File: src/rtl/mat_mul_pkg.sv
// Shared constants and types for the matrix-multiply memory manager and the
// result-memory writer.
//   DATA_W : operand width (products are 2*DATA_W)
//   K      : products per dot product
//   N_COLS : dot products per pass
//   ADDR_W : result address width
//   ACC_W  : accumulator width, large enough for K worst-case products
package mat_mul_pkg;

  localparam int DATA_W = 8;
  localparam int K      = 8;
  localparam int K_W    = 3;
  localparam int N_COLS = 16;
  localparam int ADDR_W = 4;
  localparam int ACC_W  = 19;
  localparam int PROD_W = 2 * DATA_W;

  typedef enum logic [1:0] {
    IDLE  = 2'd0,
    ACCUM = 2'd1,
    WRITE = 2'd2,
    DONE  = 2'd3
  } state_e;

  // Sign-extend a product to accumulator width
  function automatic logic [ACC_W-1:0] sext_prod(input logic [PROD_W-1:0] p);
    return {{(ACC_W-PROD_W){p[PROD_W-1]}}, p};
  endfunction

endpackage

File: src/rtl/res_accumulator.sv
// Signed dot-product accumulator with its product counter.
//   clk, rst : clock, async active-low reset
//   clr_i    : zero accumulator and counter
//   en_i     : accept one product (data_i)
//   sum_o    : accumulator plus current product (value after this transfer)
//   last_o   : the next accepted product completes the dot product
module res_accumulator
  import mat_mul_pkg::*;
(
  input  logic              clk,
  input  logic              rst,
  input  logic              clr_i,
  input  logic              en_i,
  input  logic [PROD_W-1:0] data_i,
  output logic [ACC_W-1:0]  sum_o,
  output logic              last_o
);

  logic [ACC_W-1:0] acc_q;
  logic [K_W-1:0]   k_q;

  // Modulo-2^ACC_W add is the two's complement sum; width rules out overflow
  assign sum_o  = acc_q + sext_prod(data_i);
  assign last_o = (k_q == K_W'(K - 1));

  // Accumulator and product counter
  always_ff @(posedge clk or negedge rst) begin
    if (!rst) begin
      acc_q <= {ACC_W{1'b0}};
      k_q   <= {K_W{1'b0}};
    end else if (clr_i) begin
      acc_q <= {ACC_W{1'b0}};
      k_q   <= {K_W{1'b0}};
    end else if (en_i) begin
      acc_q <= sum_o;
      k_q   <= last_o ? {K_W{1'b0}} : k_q + 1'b1;
    end else begin
      acc_q <= acc_q;
      k_q   <= k_q;
    end
  end

endmodule

File: src/rtl/res_mem_writer.sv
// Result-memory writer: accumulates K products per column and writes each
// finished dot product to the result RAM at a self-generated address.
//   clk, rst          : clock, async active-low reset
//   start             : begin a pass (honoured only in IDLE or DONE)
//   in_valid/in_ready : product handshake, in_data is the signed product
//   Dir_R/wr_en/wr_data : result RAM write port
//   busy              : pass in progress, done : pass complete (held)
module res_mem_writer
  import mat_mul_pkg::*;
(
  input  logic              clk,
  input  logic              rst,
  input  logic              start,
  input  logic              in_valid,
  output logic              in_ready,
  input  logic [PROD_W-1:0] in_data,
  output logic [ADDR_W-1:0] Dir_R,
  output logic              wr_en,
  output logic [ACC_W-1:0]  wr_data,
  output logic              busy,
  output logic              done
);

  state_e            state_q;
  logic [ADDR_W-1:0] col_q;
  logic              in_ready_q;
  logic              wr_en_q;
  logic [ADDR_W-1:0] dir_r_q;
  logic [ACC_W-1:0]  wr_data_q;
  logic              busy_q;
  logic              done_q;

  logic              xfer_s;
  logic              start_ok_s;
  logic              clr_s;
  logic [ACC_W-1:0]  sum_s;
  logic              last_s;

  // in_ready_q is only ever 1 in ACCUM, so this is the only transfer condition
  assign xfer_s     = in_valid & in_ready_q;
  assign start_ok_s = start & ((state_q == IDLE) | (state_q == DONE));
  // Clearing in WRITE readies the accumulator for the next column
  assign clr_s      = start_ok_s | (state_q == WRITE);

  res_accumulator u_acc (
    .clk    (clk),
    .rst    (rst),
    .clr_i  (clr_s),
    .en_i   (xfer_s),
    .data_i (in_data),
    .sum_o  (sum_s),
    .last_o (last_s)
  );

  // Pass FSM with column counter and registered write-port outputs
  always_ff @(posedge clk or negedge rst) begin
    if (!rst) begin
      state_q    <= IDLE;
      col_q      <= {ADDR_W{1'b0}};
      in_ready_q <= 1'b0;
      wr_en_q    <= 1'b0;
      dir_r_q    <= {ADDR_W{1'b0}};
      wr_data_q  <= {ACC_W{1'b0}};
      busy_q     <= 1'b0;
      done_q     <= 1'b0;
    end else begin
      case (state_q)
        IDLE, DONE: begin
          if (start) begin
            state_q    <= ACCUM;
            col_q      <= {ADDR_W{1'b0}};
            dir_r_q    <= {ADDR_W{1'b0}};
            in_ready_q <= 1'b1;
            busy_q     <= 1'b1;
            done_q     <= 1'b0;
          end else begin
            state_q <= state_q;
          end
        end
        ACCUM: begin
          if (xfer_s && last_s) begin
            state_q    <= WRITE;
            in_ready_q <= 1'b0;
            wr_en_q    <= 1'b1;
            dir_r_q    <= col_q;
            wr_data_q  <= sum_s;
          end else begin
            state_q <= ACCUM;
          end
        end
        WRITE: begin
          wr_en_q <= 1'b0;
          if (col_q == ADDR_W'(N_COLS - 1)) begin
            state_q <= DONE;
            busy_q  <= 1'b0;
            done_q  <= 1'b1;
          end else begin
            state_q    <= ACCUM;
            col_q      <= col_q + 1'b1;
            in_ready_q <= 1'b1;
          end
        end
        default: begin
          state_q    <= IDLE;
          in_ready_q <= 1'b0;
          wr_en_q    <= 1'b0;
          busy_q     <= 1'b0;
          done_q     <= 1'b0;
        end
      endcase
    end
  end

  assign in_ready = in_ready_q;
  assign wr_en    = wr_en_q;
  assign Dir_R    = dir_r_q;
  assign wr_data  = wr_data_q;
  assign busy     = busy_q;
  assign done     = done_q;

endmodule
File: config.mk
export PLATFORM = sky130hd
export DESIGN_NAME = res_mem_writer
export DESIGN_NICKNAME = d
export VERILOG_FILES = /design/src/rtl/mat_mul_pkg.sv /design/src/rtl/res_accumulator.sv /design/src/rtl/res_mem_writer.sv
export SDC_FILE = /design/constraint.sdc
export NUM_CORES = 1
export LEC_CHECK = 0
export BUFFER_PORTS_ARGS = -buffer_cell sky130_fd_sc_hd__buf_4
export CORE_MARGIN = 1.5
export CORE_UTILIZATION = 50
export DETAILED_ROUTE_END_ITERATION = 10
export GPL_TIMING_DRIVEN = 1
export HOLD_SLACK_MARGIN = 0.02
export MAX_ROUTING_LAYER = met4
export PLACE_DENSITY = 0.75
export SETUP_SLACK_MARGIN = 0.1
export SLEW_MARGIN = 25
export SYNTH_ARGS = -nofsm -noshare
export SYNTH_HDL_FRONTEND = slang
export SYNTH_SLANG_ARGS = --single-unit
File: constraint.sdc
create_clock -name clk -period 2.3 [get_ports clk]
set_clock_uncertainty 0.15 [all_clocks]
set_input_delay 0.115 -clock clk [delete_from_list [all_inputs] [get_ports clk]]
set_output_delay 0.115 -clock clk [all_outputs]
set_load 0.05 [all_outputs]
==> metrics.md <==
| Metric | Value |
|---|---|
| Setup TNS Final | -2.87 ns |
| Number of routed nets with antenna violations | 0 |
| Critical Path AT | 2.81 ns |
| Leak pwr | 2.15 nW |
| Total GRT Usage | 0.263 |
| Top Family by Delay on Critical Path | simple AND/OR/NAND/NOR gates |
| RSZ-0062 raised after global routing | true |
| Final number of setup-violating endpoints | 23 |
| Largest family of logic cells by synthesized area | compound AO/OA/AOI/OAI gates |
| Die X | 84.6 µm |
| Drt pass-1 iters | 4 |
| Highest clock rate | 371 MHz |
| Initial antenna violation count | 0 |
| Wirelength per Cell | 16.6 µm |
| Starting DRT DRC Count | 225 |
| Share of the synthesized area in the top cell type | 0.413 |
| Relative slew margins | 0.529 |
| Min-Delay Path Class | input pin to register |
| CTS tree | yes |
| Average size of a mapped cell | 8.65 µm² |
| Worst VDD drop | 1.10 mV |
| Setup CP Type | register to register |
| Gp weighted congestion | 0.929 |
| Root Driver | clkbuf_8 |
| Worst Path Required | 2.41 ns |
| Final hold vios | 0 |
| First-pass GRT wire length | 14.8 mm |
| Share of cells above drive strength 1 | 0.305 |
| Core ar. | 6390 µm² |
| Worst path max stage delay | 0.46 ns |
| Global route overflow | 0 |
| Worst Slack Setup Final | -0.397 ns |
| # DRC | 0 |
| Critical path buffers and inverters | 2 |
| Synth Area in XOR/XNOR | 0.0421 |
| Power density cells | 1480 nW/µm² |
| Period utilization | 1.17 |
| Clk_lat worst skew | 0.32 ns |
| Syn Inst Count | 385 |
| Most frequent cells in the layout | 90 x buf_4, 57 x nand2_1, 55 x dfrtp_1 |
| Yosys Warn Count | 0 |
| Synth Register Bits | 55 |
| Crit path capture type | register |
| Slowest CP cell | or4_1 |
| Compound-Gate Fraction of Synth Area | 0.223 |
| Final min period | 2.70 ns |
| Mux share of post-synthesis cell area | 0.0154 |
| Sequential-to-total area share from yosys stat | 0.413 |
| Via Count | 3,187 |
| Worst Tran Pin Value | 0.706 ns |
| Die area | 7160 µm² |
| Status | finished with violations |
| # rows | 29 |
| Mapped cell area | 3330 µm² |
| Total CTS buffers | 5 |
| Die H | 84.6 µm |
| Distinct cells, synth | 47 |
| IO Count | 47 |
| Mapped Nets | 429 |
| Fin nets | 518 |
| Via/cell ratio | 5.77 |
| Htree depth | 2 |
| Cells along the critical path | ha_2, inv_2, fa_2, and2b_1, o211ai_2, buf_4, a21oi_2, nor2b_2, o21ba_4, or4_1, nand3_1 |
| Startpoint Class | register |
| Finished Core Util | 0.704 |
| Clock Path Buffers | 2 |
| Area leader, netlist | dfrtp_1 |
| Starting density of the core | 0.522 |
| MaxCap Viol Count | 0 |
| HPWL Detailed | 5.95 mm |
| Clock sinks | 55 |
| Synthesis-to-layout area growth | 35.0% |
| Diodes inserted | 0 |
| Largest net degree at the start of global routing | 56 |
| Synth top area cells | dfrtp_1 41%, ha_1 8.6%, nand2_1 6.6% |
| Most common cell after layout, fill and taps aside | buf_4 |
| Dominant synthesized flop cell | dfrtp_1 |
| Routed wire length | 9.18 mm |
| Post-synthesis simple-gate area fraction | 0.183 |
| Fraction of registers with async set or reset after synthesis | 1.00 |
| Port bufs | 46 |
| Synth Area in Adders | 0.0924 |
| Vias in the first global route | 3,193 |
| Post-synth EDFFs | 0 |
| Failing checks | setup timing |
| CTS clk-pin slew, worst paths | 0.10 ns |
| Slew Viols, Final | 0 |
| Hold Worst Slack | 0.0896 ns |
| Crit-path max FO | 3 |
-- worst min-delay path, cell delays in order --
cell     delay [ns]
buf_4          0.08
ha_2           0.15
nand2_1        0.04
a21oi_1        0.12
-- report_power, final --
group          switching [W]  internal (W)
sequential          0.000277       0.00136
clock               0.000328      0.000276
combinational        0.00251       0.00188
-- final timing paths --
path	end	cells after the start	slack (ns)	from
max	u_acc.acc_q[16]	11	-0.40	u_acc.acc_q[0]
min	u_acc.acc_q[0]	4	0.09	in_data[0]
max reg2reg	u_acc.acc_q[16]	11	-0.40	u_acc.acc_q[0]
min reg2reg	wr_data[5]	2	0.34	wr_data[5]
max in group asynchronous	Dir_R[0]	2	1.29	rst
min in group asynchronous	u_acc.acc_q[5]	2	0.24	rst
-- per-stage QoR --
stage	power [W]	area, µm²	cells	setup WS (ns)
2_1_floorplan	0.00403	3340	385	-0.171
3_3_place_gp	0.00511	3960	523	-0.232
3_5_place_dp	0.00522	3960	523	-0.360
4_1_cts	0.00626	4350	544	-0.320
5_1_grt	0.00708	4500	552	-0.507
6_report	0.00664	4500	552	-0.397
-- repair_timing --
| action | in CTS | in global routing |
|---|---|---|
| setup buffers | 9 | 9 |
| resized for setup | 37 | 30 |
| hold buffers | 4 | 0 |
| hold endpoints to repair | 59 | 0 |
| pin swaps | 22 | 26 |
| setup endpoints to repair | 24 | 27 |
-- registers in the layout, summed over array words and instances (netlist names) --
signal,flops
Dir_R,4
state_q,2
u_acc.k_q,3
done,1
busy,1
wr_data,19
col_q,4
in_ready,1
u_acc.acc_q,19
wr_en,1
-- cell type report --
class | instances | area (µm²)
Fill cell | 495 | 1890
Clock buffer | 8 | 100
Timing Repair Buffer | 100 | 783
Tap cell | 77 | 96.3
Inverter | 9 | 33.8
Multi-Input combinational cell | 303 | 2110
Sequential cell | 55 | 1380
-- per-layer routing --
metal	vias up	GRT usage	part of all wire
met5	-	-	0
met4	0	0.0704	0.018
met3	17	0.0364	0.040
met2	92	0.457	0.52
met1	1527	0.321	0.42
li1	1551	-	-
-- kinds of logic (layout without fill, tap and decap cells) --
logic type	Yosys count	after routing
multiplexers	5	5
XOR/XNOR	16	16
adder cells (fa/ha/maj)	24	24
AND/OR/NAND/NOR	134	134
AO/OA/AOI/OAI	124	124
flip-flops	55	55
buffers and inverters	27	117
-- synth_stat cells, drive strengths merged, types with 3 or more instances --
master and n:
nand2 59, dfrtp 55, o21ai 44, a21oi 39, nor2 29, ha 23
clkbuf 16, nand3 15, a21o 10, inv 9, xor2 9, xnor2 7
o31ai 6, and3 4, mux2i 4, nand2b 4, nand4 4, a31oi 3
and2 3, nor2b 3, nor3 3, o21bai 3, or3 3
(Power assumes the default switching activity.)
